<file path="config.mk">
export PLATFORM = sky130hd
export DESIGN_NAME = tick_ctrl_flat
export DESIGN_NICKNAME = d
export VERILOG_FILES = /design/src/rtl/tick_ctrl_pkg.sv /design/src/rtl/tick_ctrl_if.sv /design/src/rtl/tick_counter.sv /design/src/rtl/tick_ctrl.sv /design/src/flat_wrapper.sv
export SDC_FILE = /design/constraint.sdc
export NUM_CORES = 1
export LEC_CHECK = 0
export BUFFER_PORTS_ARGS = -buffer_cell sky130_fd_sc_hd__buf_4
export CAP_MARGIN = 25
export CORE_MARGIN = 3
export CORE_UTILIZATION = 53
export CTS_CLUSTER_SIZE = 24
export DETAILED_ROUTE_END_ITERATION = 8
export PLACE_DENSITY = 0.82
export RECOVER_POWER = 25
export SLEW_MARGIN = 20
export SYNTH_ARGS = -nofsm -noshare
export SYNTH_HDL_FRONTEND = slang
export SYNTH_SLANG_ARGS = --single-unit
</file>
<file path="constraint.sdc">
create_clock -name clk_in -period 3.2 [get_ports clk_in]
set_input_delay 0.8 -clock clk_in [delete_from_list [all_inputs] [get_ports clk_in]]
set_output_delay 0.8 -clock clk_in [all_outputs]
set_load 0.02 [all_outputs]
</file>
<file path="src/rtl/tick_ctrl_pkg.sv">
// tick_ctrl_pkg: shared constants and the state encoding for the tick controller.
//   WIDTH_DEF         default counter / terminal-count width
//   DEFAULT_COUNT_DEF terminal count loaded at reset
//   state_t           controller states (IDLE, RUN, SHOT)
package tick_ctrl_pkg;

  localparam int WIDTH_DEF         = 24;
  localparam int DEFAULT_COUNT_DEF = 13_500;

  typedef enum logic [1:0] {
    ST_IDLE = 2'd0,
    ST_RUN  = 2'd1,
    ST_SHOT = 2'd2
  } state_t;

endpackage

</file>
<file path="src/rtl/tick_ctrl_if.sv">
// tick_ctrl_if: control/config and output bundle of the tick controller.
//   cfg_valid/cfg_count/cfg_ready  terminal-count load handshake
//   start/stop/oneshot             run control requests
//   tick/clk_out/busy/done         controller outputs
// master = requester side, slave = tick_ctrl side.
interface tick_ctrl_if
  import tick_ctrl_pkg::*;
#(
  parameter int WIDTH = WIDTH_DEF
);
  logic             cfg_valid;
  logic [WIDTH-1:0] cfg_count;
  logic             cfg_ready;
  logic             start;
  logic             stop;
  logic             oneshot;
  logic             tick;
  logic             clk_out;
  logic             busy;
  logic             done;

  modport master (
    output cfg_valid, cfg_count, start, stop, oneshot,
    input  cfg_ready, tick, clk_out, busy, done
  );

  modport slave (
    input  cfg_valid, cfg_count, start, stop, oneshot,
    output cfg_ready, tick, clk_out, busy, done
  );
endinterface

</file>
<file path="src/rtl/tick_counter.sv">
// tick_counter: period counter of the tick controller.
//   clk_in, rst_n  clock, async active-low reset
//   en             count enable (controller busy); counter held at 0 otherwise
//   clr            synchronous clear (stop request)
//   term           active terminal count
//   tc             combinational terminal-count strobe for this cycle
//   tick           registered one-cycle pulse, follows tc by one edge
module tick_counter
  import tick_ctrl_pkg::*;
#(
  parameter int WIDTH = WIDTH_DEF
) (
  input  logic             clk_in,
  input  logic             rst_n,
  input  logic             en,
  input  logic             clr,
  input  logic [WIDTH-1:0] term,
  output logic             tc,
  output logic             tick
);

  logic [WIDTH-1:0] cnt;

  assign tc = en && (cnt == term);

  // A stop coinciding with terminal count still issues the tick.
  always_ff @(posedge clk_in or negedge rst_n) begin
    if (!rst_n) begin
      cnt  <= '0;
      tick <= 1'b0;
    end else begin
      tick <= tc;
      if (!en || clr || tc) cnt <= '0;
      else                  cnt <= cnt + WIDTH'(1);
    end
  end

endmodule

</file>
<file path="src/rtl/tick_ctrl.sv">
// tick_ctrl: sequencer for a programmable clock divider.
//   clk_in, rst_n  clock, async active-low reset
//   bus (slave)    cfg handshake, start/stop/oneshot in; tick, clk_out, busy, done out
// Terminal count written in IDLE goes straight to the active register; while
// busy it is staged in a shadow register and applied at the next terminal
// count (or on return to IDLE), holding cfg_ready low meanwhile.
//
// state   | meaning
// --------+-----------------------------------------------
// ST_IDLE | counter held at 0, config writes active count
// ST_RUN  | free-running, tick every active+1 cycles
// ST_SHOT | single period, then back to IDLE with done
module tick_ctrl
  import tick_ctrl_pkg::*;
#(
  parameter int WIDTH         = WIDTH_DEF,
  parameter int DEFAULT_COUNT = DEFAULT_COUNT_DEF
) (
  input  logic       clk_in,
  input  logic       rst_n,
  tick_ctrl_if.slave bus
);

  state_t           state;
  logic [WIDTH-1:0] active_cnt;
  logic [WIDTH-1:0] shadow_cnt;
  logic             pending;
  logic             pending_nxt;
  logic             tc;
  logic             accept;
  logic             cnt_en;
  logic             to_idle;

  assign accept  = bus.cfg_valid & bus.cfg_ready;
  assign cnt_en  = (state != ST_IDLE);
  assign to_idle = cnt_en && (bus.stop || (tc && (state == ST_SHOT)));

  tick_counter #(.WIDTH(WIDTH)) u_cnt (
    .clk_in (clk_in),
    .rst_n  (rst_n),
    .en     (cnt_en),
    .clr    (bus.stop),
    .term   (active_cnt),
    .tc     (tc),
    .tick   (bus.tick)
  );

  // A write accepted on a terminal-count cycle stays pending until the
  // following boundary; leaving for IDLE always flushes the shadow.
  always_comb begin
    pending_nxt = pending;
    if ((state == ST_IDLE) || to_idle) begin
      pending_nxt = 1'b0;
    end else begin
      if (tc)     pending_nxt = 1'b0;
      if (accept) pending_nxt = 1'b1;
    end
  end

  always_ff @(posedge clk_in or negedge rst_n) begin
    if (!rst_n) begin
      state         <= ST_IDLE;
      active_cnt    <= WIDTH'(DEFAULT_COUNT);
      shadow_cnt    <= WIDTH'(DEFAULT_COUNT);
      pending       <= 1'b0;
      bus.clk_out   <= 1'b0;
      bus.busy      <= 1'b0;
      bus.done      <= 1'b0;
      bus.cfg_ready <= 1'b0;
    end else begin
      bus.done      <= tc && (state == ST_SHOT);
      pending       <= pending_nxt;
      bus.cfg_ready <= ~pending_nxt;
      if (tc) bus.clk_out <= ~bus.clk_out;

      case (state)
        ST_IDLE: begin
          if (accept) active_cnt <= bus.cfg_count;
          if (bus.start && !bus.stop) begin
            state    <= bus.oneshot ? ST_SHOT : ST_RUN;
            bus.busy <= 1'b1;
          end
        end
        ST_RUN, ST_SHOT: begin
          if (to_idle) begin
            state    <= ST_IDLE;
            bus.busy <= 1'b0;
            if (accept)       active_cnt <= bus.cfg_count;
            else if (pending) active_cnt <= shadow_cnt;
          end else begin
            if (tc && pending) active_cnt <= shadow_cnt;
            if (accept)        shadow_cnt <= bus.cfg_count;
          end
        end
        default: begin
          state    <= ST_IDLE;
          bus.busy <= 1'b0;
        end
      endcase
    end
  end

endmodule

</file>
<file path="src/flat_wrapper.sv">
// flat-port wrapper written by rule: the top's interface ports become plain ports
module tick_ctrl_flat import tick_ctrl_pkg::*;
#(
  parameter int WIDTH         = WIDTH_DEF,
  parameter int DEFAULT_COUNT = DEFAULT_COUNT_DEF
)
  (clk_in, rst_n, bus_cfg_valid, bus_cfg_count, bus_start, bus_stop, bus_oneshot, bus_cfg_ready, bus_tick, bus_clk_out, bus_busy, bus_done);
  tick_ctrl_if #(.WIDTH(WIDTH)) bus_i ();
  input  logic clk_in;
  input  logic rst_n;
  input wire logic [$bits(bus_i.cfg_valid)-1:0] bus_cfg_valid;
  input wire logic [$bits(bus_i.cfg_count)-1:0] bus_cfg_count;
  input wire logic [$bits(bus_i.start)-1:0] bus_start;
  input wire logic [$bits(bus_i.stop)-1:0] bus_stop;
  input wire logic [$bits(bus_i.oneshot)-1:0] bus_oneshot;
  output wire logic [$bits(bus_i.cfg_ready)-1:0] bus_cfg_ready;
  output wire logic [$bits(bus_i.tick)-1:0] bus_tick;
  output wire logic [$bits(bus_i.clk_out)-1:0] bus_clk_out;
  output wire logic [$bits(bus_i.busy)-1:0] bus_busy;
  output wire logic [$bits(bus_i.done)-1:0] bus_done;
  assign bus_i.cfg_valid = bus_cfg_valid;
  assign bus_i.cfg_count = bus_cfg_count;
  assign bus_i.start = bus_start;
  assign bus_i.stop = bus_stop;
  assign bus_i.oneshot = bus_oneshot;
  assign bus_cfg_ready = bus_i.cfg_ready;
  assign bus_tick = bus_i.tick;
  assign bus_clk_out = bus_i.clk_out;
  assign bus_busy = bus_i.busy;
  assign bus_done = bus_i.done;
  tick_ctrl #(.WIDTH(WIDTH), .DEFAULT_COUNT(DEFAULT_COUNT)) u_core (.clk_in(clk_in), .rst_n(rst_n), .bus(bus_i));
endmodule
</file>
; ---- Word-level counts from Yosys, hierarchy flattened
; Cells that the tools add are included.
[word_totals]
reg_bits = 80
in_bits = 30
output_inout_bits = 5
[classes]
add_sub_neg = 1
eq_ne = 8
n_mux = 17
n_bitwise = 4
reduce_logical = 18
[ops]
columns = cell, count
row1 = two-way mux 24 bit, 6
row2 = one-hot mux 24 bit (2 select lines), 1
row3 = adder 24 x 1 -> 24 bit (second input constant), 1
row4 = == test 24 bit, 1
row5 = two-way mux 2 bit, 3
row6 = logical AND 1 bit, 5
row7 = two-way mux 1 bit, 5
row8 = logical OR 1 bit, 4
row9 = != test 2 x 1 -> 1 bit (second input constant), 2
row10 = != test 4 x 2 -> 1 bit (second input constant), 1
row11 = one-hot mux 2 bit (2 select lines), 1
row12 = AND reduction 4 bit, 1
row13 = nonzero test 2 bit, 2
row14 = != test 3 x 1 -> 1 bit (second input constant), 1
row15 = NOT 1 bit, 3
row16 = AND reduction 3 bit, 1
row17 = == test 2 x 1 -> 1 bit (second input constant), 1
row18 = == test 2 bit (second input constant), 1
row19 = logical NOT 1 bit, 2
row20 = logical NOT 2 bit, 1
row21 = != test 2 bit (second input constant), 1
row22 = one-hot mux 1 bit (2 select lines), 1
row23 = AND reduction 2 bit, 1
row24 = OR reduction 2 bit, 1
row25 = AND 1 bit, 1

; ---- Longest topological paths before layout
[depth]
word_depth = 8
mapped_depth = 9

; ---- Cells and area by module
; Synthesis repeated with hierarchy kept, for this count alone.
[hier_totals]
hier_cells = 315
area_unflattened_um2 = 3948.8
[modules_own_cells]
columns = module, n_inst, cells_each, area_each_um2, seq_area_each_um2
row1 = tick_ctrl, 1, 165, 2492.4, 1396.3
row2 = tick_counter, 1, 150, 1456.4, 625.6

; ---- Worst setup path after synthesis
; Ideal clock, no wire load.
[synth_timing]
path_type = reg2reg
from = register u_core.active_cnt[12]
to = register u_core.shadow_cnt[11]
setup_ns = 0.127
arrival_ns = 2.341
setup_slack_ns = 0.731
path_stages_with_launch = 8
n_path_buf = 1
synth_period_minus_slack_ns = 2.469
path_cell_list = dfstp_2 xor2_1 nor4_1 nand4_1 o41a_1 o2111ai_4 buf_6 mux2_1
[synth_between]
elab_chain_cells = 7
[synth_rtl]
columns = item, line_no
row1 = "start, declared", tick_ctrl.sv:25  ; logic [WIDTH-1:0] active_cnt;
row2 = "start signal, assigned", tick_ctrl.sv:63  ; active_cnt <= WIDTH'(DEFAULT_COUNT);
row3 = "start signal, assigned", tick_ctrl.sv:78  ; if (accept) active_cnt <= bus.cfg_count;
row4 = "start signal, assigned", tick_ctrl.sv:88  ; if (accept) active_cnt <= bus.cfg_count;
row5 = == test 24 bit, tick_counter.sv:24  ; assign tc = en && (cnt == term);
row6 = logical AND 1 bit, tick_counter.sv:24
row7 = logical AND 1 bit, tick_ctrl.sv:36  ; assign to_idle = cnt_en && (bus.stop || (tc && (state == ST_SHOT)));
row8 = logical OR 1 bit, tick_ctrl.sv:36
row9 = logical AND 1 bit, tick_ctrl.sv:36
row10 = NOT 1 bit (no source line), n/a
row11 = AND reduction 3 bit (no source line), n/a
row12 = "end signal, assigned", tick_ctrl.sv:64  ; shadow_cnt <= WIDTH'(DEFAULT_COUNT);
row13 = "end signal, assigned", tick_ctrl.sv:92  ; if (accept) shadow_cnt <= bus.cfg_count;
row14 = "end, declared", tick_ctrl.sv:26  ; logic [WIDTH-1:0] shadow_cnt;
; No other way between the ends.
; A chain may end at the register's enable or synchronous reset.

; ---- Worst setup path after layout
[layout_timing]
from = register u_core.state[0]
to = register u_core.shadow_cnt[23]
[layout_between]
elab_chain_cells = 7
word_cells_on_any_way = 10
classes_between = eq/ne: 2 / bitwise: 1 / reduce/logical: 7
[layout_rtl]
columns = item, line_no
row1 = "start, declared", tick_ctrl.sv:24  ; state_t state;
row2 = "start signal, assigned", tick_ctrl.sv:80  ; state <= bus.oneshot ? ST_SHOT : ST_RUN;
row3 = nonzero test 2 bit, tick_ctrl.sv:35  ; assign cnt_en = (state != ST_IDLE);
row4 = logical AND 1 bit, tick_counter.sv:24
row5 = logical AND 1 bit, tick_ctrl.sv:36
row6 = logical OR 1 bit, tick_ctrl.sv:36
row7 = logical AND 1 bit, tick_ctrl.sv:36
row8 = NOT 1 bit (no source line), n/a
row9 = AND reduction 3 bit (no source line) *, n/a
; Mark *: on every way between the ends. The rest lies on a longest branch, timed or not.

==> impl_metrics.ini <==
[critical_path]
r2r_cells = 8
required_ns = 3.44
cp-start-kind = register
crit_path_max_fanout = 24
r2r-end = u_core.shadow_cnt[23]
arrival_ns = 3.05
worstSetupPathType = reg -> reg
regToRegSetupSlack_ns = 0.39
worstReg2RegStart = u_core.state[0]
end_kind = register

[placement]
dpl.hpwl_um = 5550
globalplace.congestion = 0.837
io_buffers = 34

[drt]
ant_nets = 0
vias_per_cell = 5.59
first_pass_iters = 4
drc = 0
vias = 2875
drt-initial-drc-count = 233
wl_per_cell_um = 16.0
routed_wl_um = 8240

[clocking]
cts_hold_buf = 0
cts_tree = built
postCtsResizedCells = 0
cts_sinks = 80
htree_levels = 3
cts_buffer_depth = 2
cts-root-buf = clkbuf_8
post_cts_buffers = 0
worstSkewPairLatency_ns = 0.36
clkTransAtPathRegs_ns = 0.08
cts_buffers = 9

[timing]
tns_ns = 0
hold_ws_ns = 0.472
finalSetupViolCount = 0
tightestPinTransition_ns = 1.45
rsz0062_at_grt = false
final_max_slew_viol_count = 0
min_period_ns = 2.81
max_freq_mhz = 356
hold_viol_final = 0
skew_ns = 0.00844
max_slew_margin = 0.0352
min_period_over_period = 0.879

[floorplan]
ioPinCount = 35
rows = 30
core_um2 = 6980
die_h_um = 92.2
start_util = 0.564
dieArea_um2 = 8500
die_w_um = 92.2

[worst_hold_path]
hold_depth = 1
hp-class = reg -> reg
hp-start = u_core.bus.clk_out
min_to = u_core.bus.clk_out

[layout]
nFillCells = 573
synthToLayoutAreaGrowth_pct = 14.9
layout_common_cells = 64 x dfrtp_1, 57 x inv_1, 39 x xor2_1
mostFrequentLayoutCell = dfrtp_1
nNetsFinal = 447
n_antenna_cell = 0
drive_gt1_frac = 0.191

[synthesis]
yosysSeqAreaShare = 0.514
synth_area_per_cell_um2 = 10.5
synth_top_flop_cell = dfrtp_1
netlist_area_um2 = 3940
ys_seq_elements = 80
syn-instance-count = 376
syn_nets = 410
yosys_warnings = 0
synthArstFlopShare = 1.00
synth-edff-count = 0
synth.distinct_cells = 37

[global_route]
grt_pass1_wl_um = 14200
grt_pass1_vias = 2909
antenna_found_initial = 0
grt_max_degree = 81
overflow = 0
grt_usage = 0.211

[pwr]
irDropWorstVdd_mv = 0.558
p_leak_nw = 2.06
power_density_nw_per_um2 = 871
power.total_mw = 3.94

[run_status]
outcome = complete, no violations

[run]
cap_violations = 0
[where the power goes]
part           internal, mW  total [mW]  switching, mW
Sequential             1.45        1.70          0.248
Combinational         0.610        1.41          0.801
Clock                 0.461       0.835          0.374
Total                  2.52        3.94           1.42
[worst max-delay path by stage]
stage | start | end | slack (ns) | cells after the start
final | u_core.state[0] | u_core.shadow_cnt[23] | 0.39 | 8
after global routing | u_core.state[0] | u_core.shadow_cnt[23] | 0.20 | 8
after CTS | u_core.state[0] | u_core.shadow_cnt[21] | 0.38 | 8
after detailed placement | u_core.u_cnt.cnt[14] | u_core.shadow_cnt[23] | 0.48 | 7
after global placement | u_core.state[0] | u_core.shadow_cnt[0] | 0.54 | 8
after floorplan | u_core.active_cnt[12] | u_core.shadow_cnt[11] | 0.73 | 7
[layout make-up]
type | instances | area, um2 | area share
sequential | 80 | 2020 | 0.447
timing repair buffer | 41 | 314 | 0.0694
inverter | 57 | 214 | 0.0473
clock inverter | 5 | 81.3 | 0.0180
tap | 96 | 120 | 0.0266
multi-input combinational | 224 | 1630 | 0.360
clock buffer | 11 | 141 | 0.0313
[per-layer routing]
metal / vias up / track usage / share of wire / routed length, um
met3: 12 / 0.0459 / 0.049 / 405
met1: 1442 / 0.283 / 0.44 / 3670
met5: - / 0 / 0 / 0
li1: 1352 / - / - / -
met2: 69 / 0.344 / 0.49 / 4050
met4: 0 / 0.0668 / 0.015 / 120
[flip-flops by register name, indices dropped and copies added (netlist names)]
name,flops
u_core.bus.cfg_ready,1
u_core.bus.done,1
u_core.active_cnt,24
u_core.u_cnt.cnt,24
u_core.bus.clk_out,1
u_core.u_cnt.tick,1
u_core.shadow_cnt,24
u_core.state,2
u_core.bus.busy,1
u_core.pending,1
[metrics by stage]
stage	setup WS (ns)	util	std cells	cell area [um2]
after floorplan	0.731	-	376	3940
after CTS	0.381	0.648	513	4520
after detailed placement	0.479	0.616	497	4300
final	0.388	0.648	514	4520
after global placement	0.541	0.616	497	4300
after global routing	0.199	0.648	514	4520
[worst max-delay path, cell delays in order, from the launching register on]
cell       delay (ns)
dfrtp_1          0.41
inv_1            0.08
ha_1             0.35
nor2_1           0.19
nand4_1          0.27
o41a_1           0.57
o2111ai_4        0.24
buf_12           0.21
mux2_2           0.35
[cells in the mapped netlist (2+ instances only)]
| cell | instances | area, um2 |
|---|---|---|
| dfrtp_1 | 64 | 1600 |
| inv_1 | 57 | 214 |
| xor2_1 | 39 | 342 |
| nor2_1 | 32 | 120 |
| o21ai_0 | 26 | 130 |
| o221ai_1 | 24 | 210 |
| mux2_1 | 20 | 225 |
| dfstp_2 | 16 | 420 |
| nand2_1 | 14 | 52.6 |
| clkbuf_1 | 9 | 33.8 |
| nand3_1 | 9 | 45.0 |
| nand4_1 | 8 | 50.1 |
| xnor2_1 | 8 | 70.1 |
| nor4_1 | 7 | 43.8 |
| mux2_2 | 5 | 56.3 |
| buf_2 | 4 | 20.0 |
| ha_1 | 4 | 50.1 |
| a21oi_1 | 3 | 15.0 |
| and4_1 | 3 | 26.3 |
| a31oi_1 | 2 | 12.5 |
| a32o_1 | 2 | 20.0 |
| and2_1 | 2 | 12.5 |
| buf_6 | 2 | 22.5 |
| nand2b_1 | 2 | 12.5 |
| nor3_1 | 2 | 10.0 |
[kinds of logic (layout without fill, tap and decap cells)]
kind of cell | after synthesis | in the layout | synth area share
simple gates | 82 | 82 | 0.101
flops | 80 | 80 | 0.514
buf+inv | 72 | 114 | 0.0737
compound gates | 66 | 66 | 0.123
xor+xnor | 47 | 47 | 0.105
mux | 25 | 25 | 0.0715
fa+ha+maj | 4 | 4 | 0.0127
Note: power is estimated with default switching activity, not from simulation.
